<file path="config.mk">
export PLATFORM = sky130hd
export DESIGN_NAME = uart_cmd_framer_flat
export DESIGN_NICKNAME = d
export VERILOG_FILES = /design/src/rtl/uart_cmd_framer_if.sv /design/src/rtl/uart_cmd_framer.sv /design/src/flat_wrapper.sv
export SDC_FILE = /design/constraint.sdc
export NUM_CORES = 1
export LEC_CHECK = 0
export CAP_MARGIN = 20
export CORE_AREA = 2 2 95 97
export CTS_BUF_LIST = sky130_fd_sc_hd__clkbuf_4 sky130_fd_sc_hd__clkbuf_8
export CTS_CLUSTER_SIZE = 12
export DETAILED_ROUTE_END_ITERATION = 10
export DIE_AREA = 0 0 97 99
export DONT_BUFFER_PORTS = 1
export GPL_TIMING_DRIVEN = 0
export PLACE_DENSITY_LB_ADDON = 0.12
export SETUP_SLACK_MARGIN = 0.05
export SLEW_MARGIN = 5
export SYNTH_ARGS = -nofsm -noshare
export SYNTH_HDL_FRONTEND = slang
export SYNTH_SLANG_ARGS = --single-unit
</file>
<file path="constraint.sdc">
create_clock -name clk -period 3.9 [get_ports clk]
set_input_delay 0.585 -clock clk [delete_from_list [all_inputs] [get_ports clk]]
set_output_delay 0.585 -clock clk [all_outputs]
set_load 0.05 [all_outputs]
</file>
<file path="src/rtl/uart_cmd_framer_if.sv">
// uart_cmd_framer_if: framer bus; UART rx side (rx_rdy/rx_data/clr_rx_rdy), command side (cmd/cmd_rdy/clr_cmd_rdy/frame_err), response side (resp/send_resp/resp_busy/resp_done), UART tx side (trmt/tx_data/tx_done)
interface uart_cmd_framer_if #(
  parameter int CMD_BYTES = 3,
  parameter int RESP_BYTES = 2
);
  logic rx_rdy;
  logic [7:0] rx_data;
  logic clr_rx_rdy;
  logic [8*CMD_BYTES-1:0] cmd;
  logic cmd_rdy;
  logic clr_cmd_rdy;
  logic frame_err;
  logic [8*RESP_BYTES-1:0] resp;
  logic send_resp;
  logic resp_busy;
  logic resp_done;
  logic trmt;
  logic [7:0] tx_data;
  logic tx_done;
  modport slave (
    input rx_rdy, rx_data, clr_cmd_rdy, resp, send_resp, tx_done,
    output clr_rx_rdy, cmd, cmd_rdy, frame_err, resp_busy, resp_done, trmt, tx_data
  );
  modport master (
    output rx_rdy, rx_data, clr_cmd_rdy, resp, send_resp, tx_done,
    input clr_rx_rdy, cmd, cmd_rdy, frame_err, resp_busy, resp_done, trmt, tx_data
  );
endinterface

</file>
<file path="src/rtl/uart_cmd_framer.sv">
// uart_cmd_framer: packs CMD_BYTES UART bytes into cmd (inter-byte timeout drops partial frames) and serialises resp into UART bytes; ports clk, rst, bus (slave side of uart_cmd_framer_if)
module uart_cmd_framer #(
  parameter int CMD_BYTES = 3,
  parameter int RESP_BYTES = 2,
  parameter bit MSB_FIRST = 1'b1,
  parameter int TIMEOUT_CYCLES = 1024
) (
  input logic clk,
  input logic rst,
  uart_cmd_framer_if.slave bus
);
  localparam int CW = 8 * CMD_BYTES;
  localparam int CNTW = CMD_BYTES > 1 ? $clog2(CMD_BYTES) : 1;
  localparam int TW = TIMEOUT_CYCLES > 0 ? $clog2(TIMEOUT_CYCLES + 1) : 1;
  localparam int IW = RESP_BYTES > 1 ? $clog2(RESP_BYTES) : 1;
  typedef enum logic [1:0] {IDLE, LOAD, WAIT} state_t;
  logic [CW-1:0] r_frame, r_cmd, w_frame;
  logic [CNTW-1:0] r_cnt;
  logic [TW-1:0] r_timer;
  logic r_cmd_rdy, r_frame_err, w_last, w_expire, w_set, w_clr, w_tx_last;
  state_t r_state, w_next;
  logic [8*RESP_BYTES-1:0] r_resp;
  logic [IW-1:0] r_idx, w_sel;
  assign w_frame = MSB_FIRST ? (r_frame << 8) | CW'(bus.rx_data)
                             : (r_frame >> 8) | (CW'(bus.rx_data) << (CW - 8));
  assign w_last = r_cnt == CNTW'(CMD_BYTES - 1);
  assign w_expire = TIMEOUT_CYCLES != 0 && r_cnt != '0 && r_timer == TW'(TIMEOUT_CYCLES);
  assign w_set = bus.rx_rdy && w_last;
  assign w_clr = bus.clr_cmd_rdy || (bus.rx_rdy && r_cnt == '0);
  assign bus.clr_rx_rdy = bus.rx_rdy;
  assign bus.cmd = r_cmd;
  assign bus.cmd_rdy = r_cmd_rdy;
  assign bus.frame_err = r_frame_err;
  always_ff @(posedge clk) begin
    if (rst) begin
      r_frame <= '0;
      r_cmd <= '0;
      r_cnt <= '0;
      r_timer <= '0;
      r_cmd_rdy <= 1'b0;
      r_frame_err <= 1'b0;
    end else begin
      // a byte arriving on the expiry cycle continues the frame instead of erroring
      r_frame_err <= w_expire && !bus.rx_rdy;
      r_cmd_rdy <= w_set || (r_cmd_rdy && !w_clr);
      if (bus.rx_rdy) begin
        r_frame <= w_frame;
        r_cnt <= w_last ? '0 : r_cnt + 1'b1;
        r_timer <= '0;
        if (w_last) r_cmd <= w_frame;
      end else if (w_expire) begin
        r_frame <= '0;
        r_cnt <= '0;
        r_timer <= '0;
      end else if (r_cnt != '0 && r_timer != TW'(TIMEOUT_CYCLES)) r_timer <= r_timer + 1'b1;
    end
  end
  assign w_tx_last = r_idx == IW'(RESP_BYTES - 1);
  assign w_sel = MSB_FIRST ? IW'(RESP_BYTES - 1) - r_idx : r_idx;
  // index is left on the last byte after completion, so tx_data keeps showing it in IDLE
  assign bus.tx_data = r_resp[8*w_sel +: 8];
  always_ff @(posedge clk) begin
    if (rst) begin
      r_state <= IDLE;
      r_resp <= '0;
      r_idx <= '0;
    end else begin
      r_state <= w_next;
      if (r_state == IDLE && bus.send_resp) begin
        r_resp <= bus.resp;
        r_idx <= '0;
      end else if (r_state == WAIT && bus.tx_done && !w_tx_last) r_idx <= r_idx + 1'b1;
    end
  end
  always_comb begin
    w_next = r_state;
    bus.trmt = r_state == LOAD;
    bus.resp_busy = r_state != IDLE;
    bus.resp_done = r_state == WAIT && bus.tx_done && w_tx_last;
    w_next = r_state == IDLE ? (bus.send_resp ? LOAD : IDLE)
           : r_state == LOAD ? WAIT
           : !bus.tx_done ? WAIT
           : w_tx_last ? IDLE : LOAD;
  end
endmodule
</file>
<file path="src/flat_wrapper.sv">
// flat-port wrapper written by rule: the top's interface ports become plain ports
module uart_cmd_framer_flat 
#(
  parameter int CMD_BYTES = 3,
  parameter int RESP_BYTES = 2,
  parameter bit MSB_FIRST = 1'b1,
  parameter int TIMEOUT_CYCLES = 1024
)
  (clk, rst, bus_rx_rdy, bus_rx_data, bus_clr_cmd_rdy, bus_resp, bus_send_resp, bus_tx_done, bus_clr_rx_rdy, bus_cmd, bus_cmd_rdy, bus_frame_err, bus_resp_busy, bus_resp_done, bus_trmt, bus_tx_data);
  uart_cmd_framer_if #(.CMD_BYTES(CMD_BYTES), .RESP_BYTES(RESP_BYTES)) bus_i ();
  input logic clk;
  input logic rst;
  input wire logic [$bits(bus_i.rx_rdy)-1:0] bus_rx_rdy;
  input wire logic [$bits(bus_i.rx_data)-1:0] bus_rx_data;
  input wire logic [$bits(bus_i.clr_cmd_rdy)-1:0] bus_clr_cmd_rdy;
  input wire logic [$bits(bus_i.resp)-1:0] bus_resp;
  input wire logic [$bits(bus_i.send_resp)-1:0] bus_send_resp;
  input wire logic [$bits(bus_i.tx_done)-1:0] bus_tx_done;
  output wire logic [$bits(bus_i.clr_rx_rdy)-1:0] bus_clr_rx_rdy;
  output wire logic [$bits(bus_i.cmd)-1:0] bus_cmd;
  output wire logic [$bits(bus_i.cmd_rdy)-1:0] bus_cmd_rdy;
  output wire logic [$bits(bus_i.frame_err)-1:0] bus_frame_err;
  output wire logic [$bits(bus_i.resp_busy)-1:0] bus_resp_busy;
  output wire logic [$bits(bus_i.resp_done)-1:0] bus_resp_done;
  output wire logic [$bits(bus_i.trmt)-1:0] bus_trmt;
  output wire logic [$bits(bus_i.tx_data)-1:0] bus_tx_data;
  assign bus_i.rx_rdy = bus_rx_rdy;
  assign bus_i.rx_data = bus_rx_data;
  assign bus_i.clr_cmd_rdy = bus_clr_cmd_rdy;
  assign bus_i.resp = bus_resp;
  assign bus_i.send_resp = bus_send_resp;
  assign bus_i.tx_done = bus_tx_done;
  assign bus_clr_rx_rdy = bus_i.clr_rx_rdy;
  assign bus_cmd = bus_i.cmd;
  assign bus_cmd_rdy = bus_i.cmd_rdy;
  assign bus_frame_err = bus_i.frame_err;
  assign bus_resp_busy = bus_i.resp_busy;
  assign bus_resp_done = bus_i.resp_done;
  assign bus_trmt = bus_i.trmt;
  assign bus_tx_data = bus_i.tx_data;
  uart_cmd_framer #(.CMD_BYTES(CMD_BYTES), .RESP_BYTES(RESP_BYTES), .MSB_FIRST(MSB_FIRST), .TIMEOUT_CYCLES(TIMEOUT_CYCLES)) u_core (.clk(clk), .rst(rst), .bus(bus_i));
endmodule
</file>
* Yosys cells after proc, flatten, opt, wreduce, memory -nomap -nowiden
Cells that the tools add are included.
** Word-level totals
- Bits in registers :: 74
- Logic and storage cells :: 53
** Cells by class
- Add/sub/neg operators :: 4
- Equality and inequality tests :: 5
- Shift-type cells :: 1
- Multiplexer cells :: 10
- Bitwise operators :: 1
- Reduce and logical (&&, ||, !) cells :: 23
** Operator list (count)
- 16-bit two-way mux :: 2
- 24-bit by 8-bit OR with 24-bit output :: 1
- 16-bit by 5-bit indexed part select with 8-bit output :: 1
- 2-bit two-way mux :: 6
- 11-bit by 1-bit adder with 11-bit output, second input constant :: 1
- 11-bit equality test, second input constant :: 1
- 11-bit inequality test, second input constant :: 1
- 1-bit logical AND :: 10
- 2-bit nonzero test :: 3
- 2-bit equality test, second input constant :: 2
- 2-bit zero test :: 2
- 1-bit zero test :: 3
- 3-bit OR reduction :: 1
- 2-bit by 1-bit adder with 2-bit output, second input constant :: 1
- 2-bit by 1-bit equality test with 1-bit output, second input constant :: 1
- 1-bit logical OR :: 2
- 1-bit two-way mux :: 2
- 2-bit AND reduction :: 1
- 2-bit OR reduction :: 1
- 1-bit adder, second input constant :: 1
- 1-bit subtractor, first input constant :: 1

* Depth between registers and ports, before layout
- Word-level depth :: 6
- Gate-level depth with buffers :: 6
- Mapped depth without buffers :: 5

* Worst setup path after synthesis
OpenSTA, ideal clock, no wires.
- Path type :: reg2out
- Start :: register u_core.r_idx
- End :: output bus_resp_done
- Arrival time :: 1.811 ns
- Data required time :: 3.315 ns
- Path slack :: 1.504 ns
- Cell stages (with the launch flop) :: 4
- Path buffers :: 1
- Cells stage by stage :: dfxtp_1 -> clkbuf_1 -> inv_1 -> nor3_1
** Between the ends
- Word-level cells in the longest chain between the ends :: 1
** Ends and longest elaborated chain
- start, declared :: line uart_cmd_framer.sv:23 : logic [IW-1:0] r_idx, w_sel;
- start signal, assigned :: line uart_cmd_framer.sv:72 : end else if (r_state == WAIT && bus.tx_done && !w_tx_last) r_idx <= r_idx + 1'b1;
- 1-bit logical AND :: line uart_cmd_framer.sv:79 : bus.resp_done = r_state == WAIT && bus.tx_done && w_tx_last;
- end, declared :: line flat_wrapper.sv:24 : output wire logic [$bits(bus_i.resp_done)-1:0] bus_resp_done;
No other way between the ends.

* Worst setup path in the final report
Ends and elaborated chain as after synthesis.

==> out/metrics.yaml <==
worstMarginPinSlew_ns: 0.985
synth_cells: 310
ys_ff_latch: 74
crit_buf_inv: 2
cts.sinks: 74
yosysUniqueCellTypes: 40
grt_overflow: 0
cts_setup_buffers: 0
critPathRequiredTime_ns: 3.31
finalNetCount: 353
initial_utilization_pct: 34.4
yosysTopAreaCellShare_pct: 50.3
totalWireLength_um: 6750
hpwl_um: 4780
crit_fanout: 10
path_delay_family: "simple AND/OR/NAND/NOR gates"
switchingPower_uw: 424
fp.dieH_um: 99
power_frac_seq_pct: 53.7
clock_path_buffers: 2
switching_share_pct: 28.2
placementRows: 34
die_x_um: 97
final-setup-viol-count: 0
layout-drive-gt1-share_pct: 13.5
yosys.area.top_type: "dfxtp_1"
max_stage_delay_ns: 0.75
fmax_mhz: 387
ir_drop_mv: 0.173
p_clk_share_pct: 36.6
clkTransAtPathRegs_ns: 0.08
synth_fp_nets: 342
wl_met3_um: 480
criticalPathCategory: "reg -> out"
synth.top_cells.by_area: "dfxtp_1, nand2_1, a21oi_1"
finalMaxSlewViolations: 0
startpoint_type: "register"
clock_latency_ns: 0.35
postCtsHoldBufs: 0
place.gp.congestion: 0.809
drv_cap: 0
period_needed_ns: 2.58
grt_max_degree: 14
power_density_mw_per_mm2: 460
die_area_mm2: 0.00960
core_area_mm2: 0.00855
critPathCaptureType: "primary output"
clock-skew-final_ns: 0.00681
antenna_found_initial: 1
portBuffers: 0
viasPerCell: 5.07
detailroute.wirelength.met2_um: 3050
syn-cell-area_mm2: 0.00295
drc: 0
dr.pass1.iters: 4
tns_ns: 0
highest_layer: "met5"
fin_crit_sh_pct: 66.2
yosysSeqAreaShare_pct: 50.3
met1Wirelength_um: 3120
area_growth_pct: 10.8
p_total_mw: 1.50
first_global_vias: 2209
numCtsBuffers: 9
globalRouteTotalUtil_pct: 14.8
diodes: 0
p_int_mw: 1.08
drtIter0Drc: 53
hold_viol: 0
worst_hold_path_type: "in -> reg"
critPathArrivalTime_ns: 2.00
grt_pass1_wl_um: 11300
placed_area_mm2: 0.00309
cts_resized: 0
finalInstanceArea_mm2: 0.00326
cpMaxStageDelayCell: "nor3_2"
htreeDepth: 3
crit_chain: "clkbuf_1, inv_1, nor3_2"
status: "complete, no violations"
cts_root_buf: "clkbuf_8"
cts_tree: "done"
p_leak_nw: 1.15
dr_total_vias: 2199
rsz0062_at_grt: "false"
io_pins: 68
ant_nets: 0
postSynthAreaPerCell_um2: 9.50
slew_headroom_pct: 34.2
wl_per_cell_um: 15.5
yosys_warnings: 0
comb_power_share_pct: 9.7
-- per-stage QoR --
stage / utilization (%) / std cells / worst slack [ns] / hold slack [ns]
2_1_floorplan: - / 310 / 1.50 / 0.432
3_3_place_gp: 36.0 / 418 / 1.20 / 0.444
3_5_place_dp: 36.1 / 418 / 1.68 / 0.445
4_1_cts: 38.2 / 434 / 1.29 / 0.345
5_1_grt: 38.2 / 434 / 1.19 / 0.332
6_report: 38.2 / 434 / 1.32 / 0.364
-- final cells by class --
cell class              count  area, um^2
fillers                   875        5290
flip-flops and latches     74        1480
multi-input cells         209        1340
clock buffers              10         138
well taps                 108         135
plain buffers              20        98.8
clock inverters             6        41.3
inverters                   7        26.3
-- routing by layer --
metal	track usage, %	vias to the layer above
met3	5.89	11
met4	4.88	2
met1	18.5	1029
li1	-	1109
met2	23.5	48
met5	0	-
-- sequential cells by signal, indices dropped and copies added (netlist names) --
register,flops
u_core.r_cnt,2
u_core.bus.frame_err,1
u_core.r_resp,16
u_core.r_state,2
u_core.bus.cmd,24
u_core.bus.cmd_rdy,1
u_core.r_timer,11
u_core.r_idx,1
u_core.r_frame,16
-- power by group through the flow --
stage	sequential [mW]	clock, mW	combinational, mW
2_1_floorplan	0.820	0	0.126
3_3_place_gp	0.825	0	0.147
3_5_place_dp	0.825	0	0.148
4_1_cts	0.807	0.568	0.148
5_1_grt	0.812	0.604	0.159
6_report	0.807	0.549	0.146
-- cell usage in the layout, fill, tap and decap left out, types with 3 or more instances in the layout --
master	n
nand3b_1	3
or4_1	3
a21oi_1	35
mux2i_1	16
nor2b_1	4
clkinvlp_4	3
inv_1	7
nand3_1	3
mux2_2	8
dfxtp_1	74
o311ai_1	3
or3_1	4
nand2b_1	3
clkbuf_8	10
nand2_1	54
a22o_1	16
o21ai_0	8
buf_2	7
clkbuf_1	9
nor2_1	20
o31ai_1	4
-- Yosys cell counts (all sizes together) --
cell / n
mux2: 8
and3b: 1
o21a: 1
inv: 7
or2: 2
nor3: 2
nand4: 1
dfxtp: 74
buf: 11
a41o: 1
or4: 5
a41oi: 1
or3: 4
o311ai: 3
mux2i: 16
a22o: 16
nor4: 1
nor2b: 4
a31oi: 1
nor3b: 2
a31o: 1
a211oi: 1
or4b: 1
nand2b: 3
nand2: 54
nand3b: 3
nor4b: 1
clkbuf: 9
o211ai: 2
ha: 2
o31ai: 4
nor2: 20
nand3: 3
a21oi: 37
o21ai: 8
-- worst paths after layout --
| check | start | to | slack (ns) | cells past startpoint |
|---|---|---|---|---|
| setup reg to reg | u_core.r_timer[0] | u_core.r_frame[3] | 2.24 | 6 |
| hold / removal | bus_rx_data[4] | u_core.r_frame[4] | 0.36 | 1 |
| hold reg to reg | u_core.r_frame[9] | u_core.bus.cmd[17] | 0.45 | 2 |
| setup / recovery | u_core.r_idx | bus_resp_done | 1.32 | 3 |
-- logic make-up (layout without fill, tap and decap cells) --
logic type / count (synthesis) / in the layout / share of synthesized area, %
AOI/OAI and AO/OA: 76 / 76 / 17.4
muxes: 24 / 24 / 8.50
adders and majority gates: 2 / 2 / 0.849
and+or+nand+nor: 107 / 107 / 18.7
buffers and inverters: 27 / 43 / 4.25
DFF: 74 / 74 / 50.3
Power figures use the tool's default switching activity.
